## src/rtl/branch_predictor_if.sv

```systemverilog
// Pipeline-side connection of the gshare branch predictor.
// master: the pipeline/hazard side. It drives the Decode PC and branch flag,
//         the stall/flush controls and the resolved Memory outcome.
// slave:  the predictor. It returns the Decode prediction, the Memory
//         mispredict flag, the global history and the retirement statistics.
interface branch_predictor_if #(
    parameter int unsigned GHR_W = 8,
    parameter int unsigned CNT_W = 32
);
    logic [31:0]      pcD;
    logic             branchD;
    logic             stallD;
    logic             flushE;
    logic             flushM;
    logic             actual_takenM;
    logic             pred_takeD;
    logic             pred_wrongM;
    logic [GHR_W-1:0] ghr;
    logic [CNT_W-1:0] br_cntM;
    logic [CNT_W-1:0] miss_cntM;

    modport master (
        output pcD, branchD, stallD, flushE, flushM, actual_takenM,
        input  pred_takeD, pred_wrongM, ghr, br_cntM, miss_cntM
    );

    modport slave (
        input  pcD, branchD, stallD, flushE, flushM, actual_takenM,
        output pred_takeD, pred_wrongM, ghr, br_cntM, miss_cntM
    );
endinterface

```

## src/rtl/branch_predictor.sv

```systemverilog
// Gshare conditional-branch predictor for a five-stage pipeline.
// The direction is predicted in Decode from 2-bit saturating counters indexed
// by PC XOR global history. The prediction rides through Execute to Memory,
// where the resolved outcome trains the table and shifts the history.
// Ports: clk, resetn (async, active low), bp (branch_predictor_if.slave).
//   in : pcD, branchD, stallD, flushE, flushM, actual_takenM
//   out: pred_takeD, pred_wrongM (both combinational), ghr, br_cntM, miss_cntM
module branch_predictor #(
    parameter int unsigned GHR_W = 8,
    parameter int unsigned CNT_W = 32
) (
    input  logic                clk,
    input  logic                resetn,
    branch_predictor_if.slave   bp
);
    localparam int unsigned PHT_N = 1 << GHR_W;

    logic [1:0]       pht [PHT_N];
    logic [GHR_W-1:0] ghr_q;
    logic [CNT_W-1:0] br_cnt_q;
    logic [CNT_W-1:0] miss_cnt_q;

    logic             valid_e;
    logic             pred_e;
    logic [GHR_W-1:0] idx_e;
    logic             valid_m;
    logic             pred_m;
    logic [GHR_W-1:0] idx_m;

    logic [GHR_W-1:0] idx_d;
    logic             pred_d;
    logic             wrong_m;
    logic [1:0]       cnt_m;

    // Only the word-index bits of the PC hash into the table. stallD needs no
    // action here: the hazard unit pairs it with flushE, so a stalled branch
    // enters Execute only once.
    logic unused_ok;
    assign unused_ok = ^{bp.pcD[31:GHR_W+2], bp.pcD[1:0], bp.stallD};

    // Decode-stage lookup; a same-cycle Memory write is not bypassed.
    assign idx_d = bp.pcD[GHR_W+1:2] ^ ghr_q;
    assign pred_d = bp.branchD & pht[idx_d][1];

    assign cnt_m = pht[idx_m];
    assign wrong_m = valid_m & (pred_m != bp.actual_takenM);

    assign bp.pred_takeD = pred_d;
    assign bp.pred_wrongM = wrong_m;
    assign bp.ghr = ghr_q;
    assign bp.br_cntM = br_cnt_q;
    assign bp.miss_cntM = miss_cnt_q;

    // D->E and E->M prediction carriers; flushes kill wrong-path branches.
    always_ff @(posedge clk or negedge resetn) begin
        if (!resetn) begin
            valid_e <= 1'b0;
            pred_e <= 1'b0;
            idx_e <= '0;
            valid_m <= 1'b0;
            pred_m <= 1'b0;
            idx_m <= '0;
        end else begin
            if (bp.flushE) begin
                valid_e <= 1'b0;
                pred_e <= 1'b0;
                idx_e <= '0;
            end else begin
                valid_e <= bp.branchD;
                pred_e <= pred_d;
                idx_e <= idx_d;
            end
            if (bp.flushM) begin
                valid_m <= 1'b0;
                pred_m <= 1'b0;
                idx_m <= '0;
            end else begin
                valid_m <= valid_e;
                pred_m <= pred_e;
                idx_m <= idx_e;
            end
        end
    end

    // Non-speculative training at resolution. flushM only clears the next
    // M contents, so the branch currently in M still retires this edge.
    always_ff @(posedge clk or negedge resetn) begin
        if (!resetn) begin
            for (int i = 0; i < int'(PHT_N); i++) begin
                pht[i] <= 2'b01;
            end
            ghr_q <= '0;
            br_cnt_q <= '0;
            miss_cnt_q <= '0;
        end else if (valid_m) begin
            if (bp.actual_takenM) begin
                if (cnt_m != 2'b11) begin
                    pht[idx_m] <= cnt_m + 2'd1;
                end
            end else begin
                if (cnt_m != 2'b00) begin
                    pht[idx_m] <= cnt_m - 2'd1;
                end
            end
            ghr_q <= {ghr_q[GHR_W-2:0], bp.actual_takenM};
            br_cnt_q <= br_cnt_q + CNT_W'(1);
            miss_cnt_q <= miss_cnt_q + CNT_W'(wrong_m);
        end
    end
endmodule

```

## src/flat_wrapper.sv

```systemverilog
// flat-port wrapper written by rule: the top's interface ports become plain ports
module branch_predictor_flat 
#(
    parameter int unsigned GHR_W = 8,
    parameter int unsigned CNT_W = 32
)
  (clk, resetn, bp_pcD, bp_branchD, bp_stallD, bp_flushE, bp_flushM, bp_actual_takenM, bp_pred_takeD, bp_pred_wrongM, bp_ghr, bp_br_cntM, bp_miss_cntM);
  branch_predictor_if #(.GHR_W(GHR_W), .CNT_W(CNT_W)) bp_i ();
  input  logic clk;
  input  logic resetn;
  input wire logic [$bits(bp_i.pcD)-1:0] bp_pcD;
  input wire logic [$bits(bp_i.branchD)-1:0] bp_branchD;
  input wire logic [$bits(bp_i.stallD)-1:0] bp_stallD;
  input wire logic [$bits(bp_i.flushE)-1:0] bp_flushE;
  input wire logic [$bits(bp_i.flushM)-1:0] bp_flushM;
  input wire logic [$bits(bp_i.actual_takenM)-1:0] bp_actual_takenM;
  output wire logic [$bits(bp_i.pred_takeD)-1:0] bp_pred_takeD;
  output wire logic [$bits(bp_i.pred_wrongM)-1:0] bp_pred_wrongM;
  output wire logic [$bits(bp_i.ghr)-1:0] bp_ghr;
  output wire logic [$bits(bp_i.br_cntM)-1:0] bp_br_cntM;
  output wire logic [$bits(bp_i.miss_cntM)-1:0] bp_miss_cntM;
  assign bp_i.pcD = bp_pcD;
  assign bp_i.branchD = bp_branchD;
  assign bp_i.stallD = bp_stallD;
  assign bp_i.flushE = bp_flushE;
  assign bp_i.flushM = bp_flushM;
  assign bp_i.actual_takenM = bp_actual_takenM;
  assign bp_pred_takeD = bp_i.pred_takeD;
  assign bp_pred_wrongM = bp_i.pred_wrongM;
  assign bp_ghr = bp_i.ghr;
  assign bp_br_cntM = bp_i.br_cntM;
  assign bp_miss_cntM = bp_i.miss_cntM;
  branch_predictor #(.GHR_W(GHR_W), .CNT_W(CNT_W)) u_core (.clk(clk), .resetn(resetn), .bp(bp_i));
endmodule
```

## config.mk

```make
export PLATFORM = sky130hd
export DESIGN_NAME = branch_predictor_flat
export DESIGN_NICKNAME = d
export VERILOG_FILES = /design/src/rtl/branch_predictor_if.sv /design/src/rtl/branch_predictor.sv /design/src/flat_wrapper.sv
export SDC_FILE = /design/constraint.sdc
export NUM_CORES = 1
export LEC_CHECK = 0
export BUFFER_PORTS_ARGS = -buffer_cell sky130_fd_sc_hd__buf_2
export CELL_PAD_IN_SITES_DETAIL_PLACEMENT = 1
export CELL_PAD_IN_SITES_GLOBAL_PLACEMENT = 1
export CORE_UTILIZATION = 45
export CTS_CLUSTER_DIAMETER = 100
export DETAILED_ROUTE_END_ITERATION = 6
export PLACE_DENSITY = 0.81
export SETUP_SLACK_MARGIN = 0.1
export SLEW_MARGIN = 15
export SYNTH_ARGS = -nofsm -noshare
export SYNTH_HDL_FRONTEND = slang
export SYNTH_SLANG_ARGS = --single-unit
```

## constraint.sdc

```tcl
create_clock -name clk -period 5.4 [get_ports clk]
set_input_delay 0.81 -clock clk [delete_from_list [all_inputs] [get_ports clk]]
set_output_delay 0.81 -clock clk [all_outputs]
set_load 0.1 [all_outputs]
```

==> results.json <==
{
  "synth.cells.most_frequent": "nor2_1, dfrtp_1, nand2_1",
  "setup_viol_count_final": 0,
  "grt_overflow_total": 0,
  "critPathCaptureType": "register",
  "vdd_ir_drop_max_v": 0.000866,
  "insertion_delay_ns": 0.63,
  "hp-class": "in2async",
  "drt_iter0_markers": 2391,
  "r2r_start": "u_core.idx_m[0]",
  "final_antenna_net_count": 0,
  "startpoint": "u_core.idx_m[0]",
  "clockRootBuffer": "clkbuf_16",
  "leakage_nw": 13.9,
  "cp_max_fo": 21,
  "finalMaxSlewViolations": 0,
  "via_per_inst": 6.57,
  "period_needed_ns": 5.15,
  "numCtsBuffers": 67,
  "nets": 2709,
  "grt_pass1_wl_um": 160000,
  "cts_tree": "built",
  "critical_path.slowest_cell": "dfrtp_4",
  "max_freq_mhz": 194,
  "synthTopCellsByArea": "dfrtp_1, dfstp_2, mux4_2",
  "detailroute.via_count": 23600,
  "place_area_um2": 32200,
  "path_buf_inv": 4,
  "busiest_layer": "met2",
  "rows": 94,
  "fin_area_um2": 34600,
  "ys.flop_type": "dfrtp_1",
  "dr.pass1.iters": 7,
  "max_slew_margin_pct": 13.8,
  "hpwl_um": 66400,
  "cp_common_cell": "buf_4",
  "gp_congestion": 0.892,
  "critical_path_arrival_ns": 5.63,
  "syn_inst": 2563,
  "die_h_um": 261,
  "grt_antenna_before_repair": 1,
  "syn_avg_cell_area_um2": 11.8,
  "cap_violations": 0,
  "cts_hold_repair.buffers": 0,
  "stdcell_count": 3584,
  "synth_most_common_cell": "nor2_1",
  "grtUsageTotal_pct": 31.1,
  "drive_gt1_share_pct": 36.9,
  "cts_max_path_buffers": 3,
  "skew_ns": 0.0296,
  "crit_family": "multiplexers",
  "setup_tns_ns": 0,
  "hold_ws_ns": 0.228,
  "clk_pin_slew_ns": 0.06,
  "synthArstFlopShare_pct": 100,
  "synthesis.area_um2": 30200,
  "wl_per_cell_um": 29.1,
  "core_area_um2": 66000,
  "place_inst": 3454,
  "cp-start-kind": "register",
  "crit_required_ns": 5.88,
  "htreeDepth": 3,
  "initial_core_util_pct": 45.7,
  "die-area_um2": 68000,
  "violations": "DRC",
  "diodes": 0,
  "drcViolationCount": 20,
  "setup_slack_ns": 0.251,
  "dp_slack_ns": 0.104,
  "slowest_delay_ns": 0.57,
  "yosysTopAreaCellShare_pct": 28.9,
  "min_period_over_period_pct": 95.3,
  "worstSetupPathType": "reg2reg",
  "rsz0062_at_grt": "no",
  "grt_use_met1_pct": 38.0,
  "ys_types": 53,
  "use_met3_pct": 6.28,
  "synth_edf_count": 0,
  "ys_seq_elements": 604,
  "port_buffers": 87,
  "power_density_nw_per_um2": 382,
  "worst_pin_slew_ns": 1.29,
  "hold_viol": 0,
  "wl_um": 104000,
  "synth_top_cell_by_area": "dfrtp_1",
  "ys_warn_count": 0,
  "fp.dieW_um": 261,
  "ys_seq_area_share_pct": 51.2,
  "pin_count": 113,
  "final_core_util_pct": 52.5,
  "synth_fp_nets": 2607,
  "outcome": "finished with violations",
  "cts.sinks": 604,
  "syn_to_final_growth_pct": 14.8,
  "power.total_mw": 13.2,
  "gr-usage-met2_pct": 51.3,
  "path_cells": "buf_4 > buf_12 > mux4_2 > mux4_2 > a22o_1 > nand2_1 > nand3_1 > or3b_1 > ha_1 > mux2i_1 > nand2_2 > nor2_1 > buf_4 > nand2_1 > buf_4 > nor2_1 > mux2_2",
  "grt_max_degree": 167,
  "grt_pass1_vias": 25600
}
[timing repair]
item                                    CTS  global route
endpoints found under the setup margin    8           112
buffers inserted                          0             6
resized for setup                         1            10
[final timing paths]
check / endpoint / slack (ns) / cells past startpoint
worst max-delay path: u_core.pht[381] / 0.25 / 17
max in group asynchronous: u_core.pht[379] / 3.73 / 2
worst min register to register: u_core.idx_m[7] / 0.47 / 1
worst max register to register: u_core.pht[381] / 0.25 / 17
worst min-delay path: u_core.bp.br_cntM[28] / 0.23 / 1
min in group clk: u_core.idx_m[7] / 0.47 / 1
[report_power, final]
part / leakage (nW) / switching, mW / internal (mW)
Sequential: 7.45 / 0.235 / 4.71
Combinational: 5.33 / 2.49 / 0.885
Clock: 1.14 / 1.98 / 2.92
Total: 13.9 / 4.71 / 8.52
[routing by layer]
metal	vias to the layer above	wire length (um)
met5	-	7
met4	2	6160
met3	383	8140
met2	1172	51200
met1	12400	38800
li1	9576	-
[layout by cell type (no fill, tap or decap), types with 19 or more instances in the layout]
cell and instances:
a31oi_1 167, buf_2 86, buf_4 107, clkbuf_1 19, clkbuf_16 69, dfrtp_1 342, dfstp_2 256, mux2_2 173
mux4_2 223, nand2_1 323, nand3_1 43, nor2_1 366, nor2b_1 19, o21ai_0 194, o31ai_1 36, xnor2_1 51
xor2_1 21
[cells by family after synthesis]
group	Yosys count	share of synthesized area, %
adders and majority gates	5	0.207
muxes	407	23.5
and+or+nand+nor	834	11.3
AOI/OAI and AO/OA	449	8.81
buffers and inverters	184	2.66
DFF	604	51.2
xor gates and xnor gates	80	2.32
[layout make-up]
type,instances,area [um2]
flip-flops and latches,604,15400
well taps,864,1080
fillers,6706,31400
multi-input cells,1775,14100
inverters,4,15.0
clock buffers,104,2020
clock inverters,20,312
repair buffers,213,1640
(Power assumes the default switching activity.)
